<file path="src/rtl/cpu_types_pkg.sv">
// ----------------------------------------------------------------------------
// cpu_types_pkg
//   Shared CPU-wide constants and helpers.
//   Branch predictor defaults:
//     BP_ENTRIES_DEFAULT   - default branch target buffer depth
//     BP_CTR_BITS_DEFAULT  - default direction counter width
//   Helper:
//     bp_weak_taken(bits)  - counter value for a freshly allocated entry
//                            (weakly taken = 2^(bits-1))
// ----------------------------------------------------------------------------
package cpu_types_pkg;

  localparam int BP_ENTRIES_DEFAULT  = 16;
  localparam int BP_CTR_BITS_DEFAULT = 2;
  localparam int BP_CTR_BITS_MAX     = 4;

  // Returned in the widest supported counter width; callers truncate to
  // their own CTR_BITS.
  function automatic logic [BP_CTR_BITS_MAX-1:0] bp_weak_taken(input int bits);
    return BP_CTR_BITS_MAX'(1 << (bits - 1));
  endfunction

endpackage

</file>
<file path="src/rtl/sat_counter.sv">
// ----------------------------------------------------------------------------
// sat_counter
//   Next-value logic for a saturating up/down counter. Purely combinational.
//   Parameters:
//     WIDTH       - counter width in bits
//   Ports:
//     value       in   WIDTH  current counter value
//     inc         in   1      1 = count up, 0 = count down
//     value_next  out  WIDTH  next value, held at all-ones / zero at the ends
// ----------------------------------------------------------------------------
module sat_counter #(
  parameter int WIDTH = 2
) (
  input  logic [WIDTH-1:0] value,
  input  logic             inc,
  output logic [WIDTH-1:0] value_next
);

  always_comb begin
    value_next = value;
    if (inc) begin
      if (value != {WIDTH{1'b1}}) begin
        value_next = value + WIDTH'(1);
      end
    end else begin
      if (value != {WIDTH{1'b0}}) begin
        value_next = value - WIDTH'(1);
      end
    end
  end

endmodule

</file>
<file path="src/rtl/branch_predictor.sv">
// ----------------------------------------------------------------------------
// branch_predictor
//   Direct-mapped branch target buffer with a saturating direction counter
//   per entry. Fetch looks up the current PC combinationally; execute writes
//   back each resolved branch/jump, and a misprediction flag is raised for
//   the hazard unit.
//
//   Parameters:
//     ENTRIES   - table depth (power of two, >= 2)
//     CTR_BITS  - direction counter width (1..4)
//     ADDR_W    - PC width
//
//   Ports:
//     CLK               in   1       clock, rising edge
//     nRST              in   1       synchronous active-low reset
//     lookup_pc         in   ADDR_W  PC presented to imem
//     pred_taken        out  1       hit and counter MSB set
//     pred_target       out  ADDR_W  stored target on hit, else 0
//     upd_valid         in   1       resolved control-flow instruction
//     upd_pc            in   ADDR_W  PC of the resolved instruction
//     upd_taken         in   1       actual direction
//     upd_target        in   ADDR_W  actual target
//     upd_pred_taken    in   1       prediction carried with the instruction
//     upd_pred_target   in   ADDR_W  predicted target carried with it
//     invalidate        in   1       clear all valid bits at the next edge
//     mispredict        out  1       combinational misprediction flag
//     stat_branches     out  32      resolved branch count
//     stat_mispredicts  out  32      misprediction count
//
//   Configuration macro: BRANCH_PREDICTOR_STATS_EN
//     defined   - the two stat counters are implemented (wrap mod 2^32,
//                 cleared by reset only)
//     undefined - stat outputs are tied to 0 and no counter flops exist
// ----------------------------------------------------------------------------
module branch_predictor
  import cpu_types_pkg::*;
#(
  parameter int ENTRIES  = BP_ENTRIES_DEFAULT,
  parameter int CTR_BITS = BP_CTR_BITS_DEFAULT,
  parameter int ADDR_W   = 32
) (
  input  logic              CLK,
  input  logic              nRST,
  input  logic [ADDR_W-1:0] lookup_pc,
  output logic              pred_taken,
  output logic [ADDR_W-1:0] pred_target,
  input  logic              upd_valid,
  input  logic [ADDR_W-1:0] upd_pc,
  input  logic              upd_taken,
  input  logic [ADDR_W-1:0] upd_target,
  input  logic              upd_pred_taken,
  input  logic [ADDR_W-1:0] upd_pred_target,
  input  logic              invalidate,
  output logic              mispredict,
  output logic [31:0]       stat_branches,
  output logic [31:0]       stat_mispredicts
);

  localparam int IDX_W = $clog2(ENTRIES);
  localparam int TAG_W = ADDR_W - IDX_W - 2;
  localparam logic [CTR_BITS-1:0] CTR_WEAK = CTR_BITS'(bp_weak_taken(CTR_BITS));

  generate
    if (ENTRIES < 2 || (ENTRIES & (ENTRIES - 1)) != 0) begin : g_bad_entries
      $error("branch_predictor: ENTRIES must be a power of two >= 2");
    end
    if (CTR_BITS < 1 || CTR_BITS > BP_CTR_BITS_MAX) begin : g_bad_ctr
      $error("branch_predictor: CTR_BITS must be in 1..4");
    end
  endgenerate

  // Widths depend on the parameters, so the entry layout lives here.
  typedef struct packed {
    logic              valid;
    logic [TAG_W-1:0]  tag;
    logic [ADDR_W-1:0] target;
    logic [CTR_BITS-1:0] ctr;
  } entry_t;

  entry_t table_reg [ENTRIES];

  // --------------------------------------------------------------------------
  // Lookup path (combinational, sees the contents before any same-cycle
  // update because the table only changes at the edge)
  // --------------------------------------------------------------------------
  logic [IDX_W-1:0] lk_idx;
  logic [TAG_W-1:0] lk_tag;
  logic             lk_hit;

  assign lk_idx = lookup_pc[IDX_W+1:2];
  assign lk_tag = lookup_pc[ADDR_W-1:IDX_W+2];
  assign lk_hit = table_reg[lk_idx].valid && (table_reg[lk_idx].tag == lk_tag);

  assign pred_taken  = lk_hit & table_reg[lk_idx].ctr[CTR_BITS-1];
  assign pred_target = lk_hit ? table_reg[lk_idx].target : '0;

  // --------------------------------------------------------------------------
  // Misprediction: wrong direction, or taken with the wrong target
  // --------------------------------------------------------------------------
  assign mispredict = upd_valid &
                      ((upd_taken != upd_pred_taken) |
                       (upd_taken & (upd_target != upd_pred_target)));

  // --------------------------------------------------------------------------
  // Update path
  // --------------------------------------------------------------------------
  logic [IDX_W-1:0]    upd_idx;
  logic [TAG_W-1:0]    upd_tag;
  logic                upd_hit;
  logic [CTR_BITS-1:0] upd_ctr;
  logic [CTR_BITS-1:0] ctr_next;
  logic [ENTRIES-1:0]  sel_upd;

  assign upd_idx = upd_pc[IDX_W+1:2];
  assign upd_tag = upd_pc[ADDR_W-1:IDX_W+2];
  assign upd_hit = table_reg[upd_idx].valid && (table_reg[upd_idx].tag == upd_tag);
  assign upd_ctr = table_reg[upd_idx].ctr;

  sat_counter #(
    .WIDTH (CTR_BITS)
  ) u_sat_counter (
    .value      (upd_ctr),
    .inc        (upd_taken),
    .value_next (ctr_next)
  );

  // Per-entry write select; invalidate suppresses every table write except
  // the valid-bit clear.
  generate
    for (genvar gi = 0; gi < ENTRIES; gi++) begin : g_sel
      assign sel_upd[gi] = upd_valid & ~invalidate & (upd_idx == IDX_W'(gi));
    end
  endgenerate

  always_ff @(posedge CLK) begin
    if (!nRST) begin
      for (int i = 0; i < ENTRIES; i++) begin
        table_reg[i] <= '0;
      end
    end else begin
      for (int i = 0; i < ENTRIES; i++) begin
        if (invalidate) begin
          table_reg[i].valid <= 1'b0;
        end else if (sel_upd[i]) begin
          if (upd_hit) begin
            table_reg[i].ctr <= ctr_next;
            if (upd_taken) begin
              table_reg[i].target <= upd_target;
            end
          end else if (upd_taken) begin
            // Allocate on a taken miss, evicting whatever aliased here.
            table_reg[i] <= '{valid: 1'b1, tag: upd_tag, target: upd_target, ctr: CTR_WEAK};
          end
        end
      end
    end
  end

  // Byte-offset bits never select an entry.
  logic unused_pc_lsbs;
  assign unused_pc_lsbs = ^{lookup_pc[1:0], upd_pc[1:0]};

  // --------------------------------------------------------------------------
  // Performance counters
  // --------------------------------------------------------------------------
`ifdef BRANCH_PREDICTOR_STATS_EN
  logic [31:0] stat_branches_reg;
  logic [31:0] stat_mispredicts_reg;

  always_ff @(posedge CLK) begin
    if (!nRST) begin
      stat_branches_reg    <= '0;
      stat_mispredicts_reg <= '0;
    end else begin
      if (upd_valid) begin
        stat_branches_reg <= stat_branches_reg + 32'd1;
      end
      if (mispredict) begin
        stat_mispredicts_reg <= stat_mispredicts_reg + 32'd1;
      end
    end
  end

  assign stat_branches    = stat_branches_reg;
  assign stat_mispredicts = stat_mispredicts_reg;
`else
  assign stat_branches    = '0;
  assign stat_mispredicts = '0;
`endif

endmodule

</file>
<file path="config.mk">
export PLATFORM = sky130hd
export DESIGN_NAME = branch_predictor
export DESIGN_NICKNAME = d
export VERILOG_FILES = /design/src/rtl/cpu_types_pkg.sv /design/src/rtl/sat_counter.sv /design/src/rtl/branch_predictor.sv
export SDC_FILE = /design/constraint.sdc
export NUM_CORES = 1
export LEC_CHECK = 0
export CAP_MARGIN = 10
export CORE_MARGIN = 5
export CORE_UTILIZATION = 49
export CTS_BUF_LIST = sky130_fd_sc_hd__clkbuf_2 sky130_fd_sc_hd__clkbuf_4 sky130_fd_sc_hd__clkbuf_8
export CTS_CLUSTER_SIZE = 40
export DETAILED_ROUTE_END_ITERATION = 8
export GPL_ROUTABILITY_DRIVEN = 1
export GPL_TIMING_DRIVEN = 0
export PLACE_DENSITY = 0.7
export SLEW_MARGIN = 20
export SYNTH_ARGS = -nofsm -noshare
export SYNTH_HDL_FRONTEND = slang
export SYNTH_SLANG_ARGS = --single-unit
</file>
<file path="constraint.sdc">
create_clock -name CLK -period 4.8 [get_ports CLK]
set_input_delay 0.48 -clock CLK [delete_from_list [all_inputs] [get_ports CLK]]
set_output_delay 0.48 -clock CLK [all_outputs]
set_load 0.01 [all_outputs]
</file>
==> results.sh, run 1 <==
export IMPL_outcome="complete, but fails checks"
export IMPL_violations="negative setup slack"
export IMPL_maxSlewViolCount=0
export IMPL_skew_ns=0.06599
export IMPL_dp_hpwl_um=120500
export IMPL_cp_start_kind="input pin"
export IMPL_dpl_instance_area_um2=53110
export IMPL_path_clk_slew_ns=0.06
export IMPL_holdPathStages=2
export IMPL_grt_pass1_vias=32630
export IMPL_largest_reg_flops=976
export IMPL_grt_overflow=0
export IMPL_criticalPathCategory="input pin to flop"
export IMPL_ys_seq_elements=976
export IMPL_synth_top_family_by_area="multiplexers"
export IMPL_cts_htree_levels=4
export IMPL_total_leakage_power_nw=20.43
export IMPL_worstPathMaxFanout=10
export IMPL_design_area_um2=56720
export IMPL_grt_pass1_wl_um=241600
export IMPL_cts_tree="built"
export IMPL_core_area_um2=98130
export IMPL_synth_compound_area_share_pct=2.436
export IMPL_maxCapViolCount=0
export IMPL_rr_startpoint="table_reg[11][57]$_DFFE_PP_"
export IMPL_worstHoldStart="upd_pc[30]"
export IMPL_drt_vias_per_instance=6.881
export IMPL_critPathArrivalTime_ns=5.67
export IMPL_clk_latency_ns=0.90
export IMPL_holdWs_ns=0.08992
export IMPL_fin_util_pct=57.80
export IMPL_ys_warn_count=0
export IMPL_synth_cells=3025
export IMPL_dieHeight_um=324.0
export IMPL_required_ns=5.49
export IMPL_routed_wl_um=173100
export IMPL_cts_root_buf="clkbuf_8"
export IMPL_area_delta_synth_final_pct=17.36
export IMPL_synth_flop_cell="edfxtp_1"
export IMPL_async_flop_share_pct=0
export IMPL_synthXorXnorAreaFrac_pct=1.323
export IMPL_r2r_slack_ns=0.43
export IMPL_setup_viol=40
export IMPL_drive_above_1_share_pct=26.67
export IMPL_hold_viol=0
export IMPL_finalCriticalPeriod_ns=4.982
export IMPL_yosys_area_share_adder_pct=0.02071
export IMPL_finalCritPeriodShare_pct=103.8
export IMPL_relSlewSlack_pct=17.96
export IMPL_worstMarginPinSlew_ns=1.226
export IMPL_portBuffers=156
export IMPL_power_density_nw_per_um2=357.3
export IMPL_cp_end_kind="flop"
export IMPL_first_iter_violations=5961
export IMPL_synth_area_um2=48330
export IMPL_antenna_found_initial=8
export IMPL_nets=3591
export IMPL_track_usage_pct=32.74
export IMPL_drtAntennaViolNets=0
export IMPL_gp_routability_congestion=1.002
export IMPL_die_x_um=324.0
export IMPL_clockBufferDepth=3
export IMPL_yosys_area_share_simple_pct=11.30
export IMPL_wl_per_cell_um=35.50
export IMPL_nFillCells=7480
export IMPL_critPathLaunch="upd_pc[5]"
export IMPL_synth_yosys_seq_area_share_pct=60.65
export IMPL_drc_errors=0
export IMPL_vias=33550
export IMPL_use_met2_pct=48.28
export IMPL_final_cells=4876
export IMPL_synth_edf_count=976
export IMPL_placementRows=115
export IMPL_start_util_pct=49.25
export IMPL_die_area_um2=105000
export IMPL_yosysUniqueCellTypes=59
export IMPL_numCtsBuffers=163
export IMPL_hp_class="input pin to flop"
export IMPL_max_freq_mhz=200.7
export IMPL_use_met1_pct=42.62
export IMPL_synth_mux_area_share_pct=20.28
export IMPL_rr_worst_depth=12
export IMPL_io_pins=232
export IMPL_ir_drop_v=0.0003201
export IMPL_use_met3_pct=12.10
export IMPL_worst_slack_ns=-0.1822
export IMPL_clock_sinks=976
export IMPL_place_ws_ns=-2.154
export IMPL_dp_cells=4574
export IMPL_grt_busiest_layer="met2"
export IMPL_first_pass_iters=6
export IMPL_syn_avg_cell_area_um2=15.98
export IMPL_grt_max_degree=33
==> layout by cell type (no fill, tap or decap), types with 22 or more instances in the layout <==
cell,instances
edfxtp_1,976
mux4_2,379
and3_1,333
nor3b_1,198
clkbuf_1,179
clkbuf_8,166
clkdlybuf4s50_1,122
mux2i_1,97
buf_4,96
nor3_1,78
nand2_1,77
conb_1,64
and2_1,61
clkbuf_4,56
buf_2,54
xor2_1,50
clkinv_1,43
nor2b_1,40
buf_16,36
nor2_1,32
dlygate4sd2_1,30
clkbuf_2,28
o21ai_0,22
==> routing by layer <==
layer	up-vias	routed length, um
li1	12910	-
met1	16880	59330
met2	3079	76260
met3	672	25990
met4	8	11410
met5	-	127
==> critical path, cell delays in order <==
cell             delay [ns]
clkdlybuf4s50_1        0.55
buf_2                  0.50
clkbuf_2               0.52
clkbuf_2               0.37
buf_2                  0.36
nand2_1                0.20
nor2_1                 0.97
nand2_1                0.65
clkbuf_2               0.66
nor3b_1                0.37
==> per-stage QoR <==
| stage | power, mW | setup TNS [ns] |
|---|---|---|
| after global placement | 12.73 | -3143.27 |
| after global routing | 20.75 | -0.01575 |
| final | 20.27 | -2.199 |
| after floorplan | 11.72 | 0 |
| after CTS | 20.13 | 0 |
| after detailed placement | 12.87 | -1243.75 |
==> where the power goes <==
group | internal (mW) | leakage [nW] | switching, mW
combinational | 1.14 | 9.40 | 1.54
sequential | 9.96 | 9.36 | 0.213
clock | 3.80 | 1.67 | 3.62
==> cell families after synthesis <==
kind of cell / count (synthesis)
buffers and inverters: 398
AO/OA/AOI/OAI: 171
XOR/XNOR: 73
other: 1
flip-flops: 976
multiplexers: 504
AND/OR/NAND/NOR: 901
adder cells (fa/ha/maj): 1
==> final cells by class <==
class                      count  area, um^2  area share (%)
clock buffer                 209        2595           4.575
inverter                      14       62.56          0.1103
buffer                       383        2086           3.677
clock inverter                83       574.3           1.013
timing repair buffer         205        2654           4.679
sequential                   976       29310           51.67
multi-input combinational   1714       17820           31.41
tap                         1287        1610           2.839
antenna                        5       12.51         0.02206
==> cell usage after synthesis (6+ instances only) <==
master,n,area (um^2)
edfxtp_1,976,29310
mux4_2,379,8536
and3_1,333,2083
clkbuf_1,203,762.0
nor3b_1,198,1486
mux2i_1,115,1151
nand2_1,93,349.1
buf_4,86,645.6
nor3_1,82,410.4
buf_2,64,320.3
and2_1,61,381.6
xor2_1,51,446.7
nor2b_1,44,275.3
nor2_1,35,131.4
o21ai_0,35,175.2
buf_1,27,101.4
xnor2_1,22,192.7
a21oi_1,19,95.09
a2bb2oi_1,17,148.9
a22oi_1,13,97.59
nand4_1,13,81.33
o21ai_1,13,65.06
inv_1,12,45.04
nor4_1,12,75.07
a22o_1,11,96.34
nand2b_1,11,68.82
nand3_1,10,50.05
o22ai_1,10,62.56
mux2_2,8,90.09
a221oi_1,7,61.31
o31ai_1,7,52.55
o21a_1,6,45.04
==> timing repair <==
item,CTS,global route
hold endpoints to repair,0,0
pin swaps,2,0
setup buffers,1,5
gates resized for setup,112,52
endpoints found under the setup margin,622,359
hold buffers,0,0
==> path summary, 6_finish.rpt <==
kind / to
max: table_reg[9][56]$_SDFFCE_PN0P_
max reg2reg: table_reg[4][54]$_SDFFCE_PN0P_
min: table_reg[5][58]$_SDFFCE_PN0P_
min reg2reg: table_reg[11][1]$_SDFFCE_PN0P_
Power figures use the tool's default switching activity.
==> run 2: changes to the inputs <==
CORE_ASPECT_RATIO = 1.5   (was default)
==> results.sh, run 2 (synthesis gave the netlist of run 1 again) <==
export IMPL_outcome="complete, but fails checks"
export IMPL_violations="negative setup slack"
export IMPL_rr_startpoint="table_reg[10][35]$_DFFE_PP_"
export IMPL_grt_overflow=0
export IMPL_dp_cells=4575
export IMPL_total_power_mw=19.82
export IMPL_worst_slack_ns=-0.2693
export IMPL_skew_ns=0.05030
export IMPL_multi_input_area_um2=17900
export IMPL_required_ns=5.45
export IMPL_drc_errors=0
export IMPL_track_usage_pct=34.67
export IMPL_register_area_um2=29310
export IMPL_dp_hpwl_um=127000
export IMPL_grt_pass1_vias=33880
export IMPL_worstMarginPinSlew_ns=1.213
export IMPL_antenna_found_initial=9
export IMPL_rr_worst_depth=10
export IMPL_die_x_um=266.4
export IMPL_worstPathMaxFanout=10
export IMPL_vias=33930
export IMPL_cp_start_kind="input pin"
export IMPL_critPathArrivalTime_ns=5.71
export IMPL_criticalPathCategory="input pin to flop"
export IMPL_routed_wl_um=185300
export IMPL_total_leakage_power_nw=20.30
export IMPL_rr_endpoint="table_reg[5][37]$_SDFFCE_PN0P_"
export IMPL_first_iter_violations=5080
export IMPL_cp_end_kind="flop"
export IMPL_wl_per_cell_um=38.10
export IMPL_hold_viol=0
export IMPL_power_density_nw_per_um2=350.8
export IMPL_clock_sinks=976
export IMPL_clk_latency_ns=0.89
export IMPL_drtAntennaViolNets=0
export IMPL_holdPathStages=2
export IMPL_portBuffers=156
export IMPL_path_clk_slew_ns=0.06
export IMPL_final_cells=4862
export IMPL_relSlewSlack_pct=18.81
export IMPL_io_pins=232
export IMPL_hold_end="table_reg[7][58]$_SDFFCE_PN0P_"
export IMPL_critPathLaunch="upd_pc[5]"
export IMPL_drt_vias_per_instance=6.979
export IMPL_die_area_um2=105100
export IMPL_placementRows=141
export IMPL_finalCriticalPeriod_ns=5.069
export IMPL_cts_htree_levels=4
export IMPL_clockBufferDepth=3
export IMPL_area_delta_synth_final_pct=16.90
export IMPL_grt_pass1_wl_um=254400
export IMPL_first_pass_iters=7
export IMPL_rsz0062_at_grt="yes"
export IMPL_maxCapViolCount=0
export IMPL_max_freq_mhz=197.3
export IMPL_numCtsBuffers=149
export IMPL_hp_class="input pin to flop"
export IMPL_start_util_pct=49.18
export IMPL_final_common_cell="edfxtp_1"
export IMPL_grt_max_degree=33
export IMPL_finalCritPeriodShare_pct=105.6
export IMPL_worstHoldStart="upd_pc[30]"
export IMPL_cts_root_buf="clkbuf_8"
export IMPL_ir_drop_v=0.0002931
export IMPL_dieHeight_um=394.6
export IMPL_gp_routability_congestion=1.028
export IMPL_maxSlewViolCount=0
export IMPL_r2r_slack_ns=0.33
export IMPL_largest_reg_flops=976
export IMPL_cts_tree="built"
export IMPL_nFillCells=7632
export IMPL_core_area_um2=98270
export IMPL_nets=3586
export IMPL_setup_viol=208
export IMPL_layout_common_cells="edfxtp_1, mux4_2, and3_1"
export IMPL_drive_above_1_share_pct=27.33
-- run 2: cell count changes in the layout (fill, tap and decap cells not counted), moves of 8 or more --
cell / before / now
nor2b_1: 40 / 25
buf_2: 54 / 80
mux2i_1: 97 / 109
clkinv_2: 21 / 11
clkbuf_8: 166 / 157
buf_6: 10 / 27
mux2i_2: 12 / 4
nor2b_4: 2 / 19
dlygate4sd2_1: 30 / 0
-- run 2: how the worst max path moves through the flow --
stage,endpoint,slack (ns),cells after the start
after floorplan,table_reg[12][34]$_DFFE_PP_,0.002,12
after global placement,table_reg[15][42]$_DFFE_PP_,-5.54,12
after detailed placement,table_reg[12][38]$_DFFE_PP_,-2.13,13
after CTS,pred_target[3],-0.09,11
after global routing,pred_target[3],-0.20,11
final,table_reg[7][54]$_SDFFCE_PN0P_,-0.27,9
-- run 2: where the power goes --
part / internal (mW) / switching, mW / leakage, nW / total [mW]
logic: 1.13 / 1.57 / 9.43 / 2.71
clock network: 3.56 / 3.39 / 1.51 / 6.95
registers: 9.95 / 0.208 / 9.36 / 10.2
-- run 2: layout make-up --
cell class / instances / area share (%)
multi-input cells: 1714 / 31.68
inverters: 14 / 0.09967
flip-flops and latches: 976 / 51.88
clock inverters: 61 / 0.6866
plain buffers: 383 / 3.621
diodes: 11 / 0.04873
well taps: 1287 / 2.850
clock buffers: 202 / 4.390
repair buffers: 214 / 4.744
-- run 2: worst max-delay path, cell delays in order --
cell             delay (ns)
clkdlybuf4s50_1        0.52
clkbuf_4               0.34
inv_1                  0.55
buf_2                  0.55
nand2_1                0.31
nor2_1                 0.99
nand2_1                0.81
clkbuf_1               0.63
nor3b_1                0.49
-- run 2: metrics by stage --
| step | TNS (ns) | hold slack (ns) | setup slack, ns | cell area [um^2] | utilization, % |
|---|---|---|---|---|---|
| after floorplan | 0 | 0.7029 | 0.002295 | 48560 | - |
| after global placement | -3511.81 | 0.9818 | -5.544 | 51730 | 52.65 |
| after detailed placement | -1549.20 | 0.9767 | -2.131 | 53070 | 54.01 |
| after CTS | -0.5785 | 0.05166 | -0.09086 | 56370 | 57.37 |
| after global routing | -3.302 | 0.07906 | -0.1963 | 56470 | 57.47 |
| final | -19.49 | 0.1027 | -0.2693 | 56490 | 57.49 |
-- run 2: timing repair --
item | in CTS | in global routing
resized for setup | 256 | 16
gates cloned | 2 | 0
hold buffers | 0 | 0
setup endpoints to repair | 932 | 164
buffers inserted | 7 | 4
pin swaps | 4 | 3
hold endpoints to repair | 0 | 0
-- run 2: per-layer routing --
metal / track usage, % / vias up / part of all wire (%)
met5: 0.04660 / - / 0.0059
met4: 27.44 / 2 / 11
met3: 10.76 / 957 / 13
met2: 54.79 / 3198 / 47
met1: 38.77 / 16880 / 30
li1: - / 12900 / -
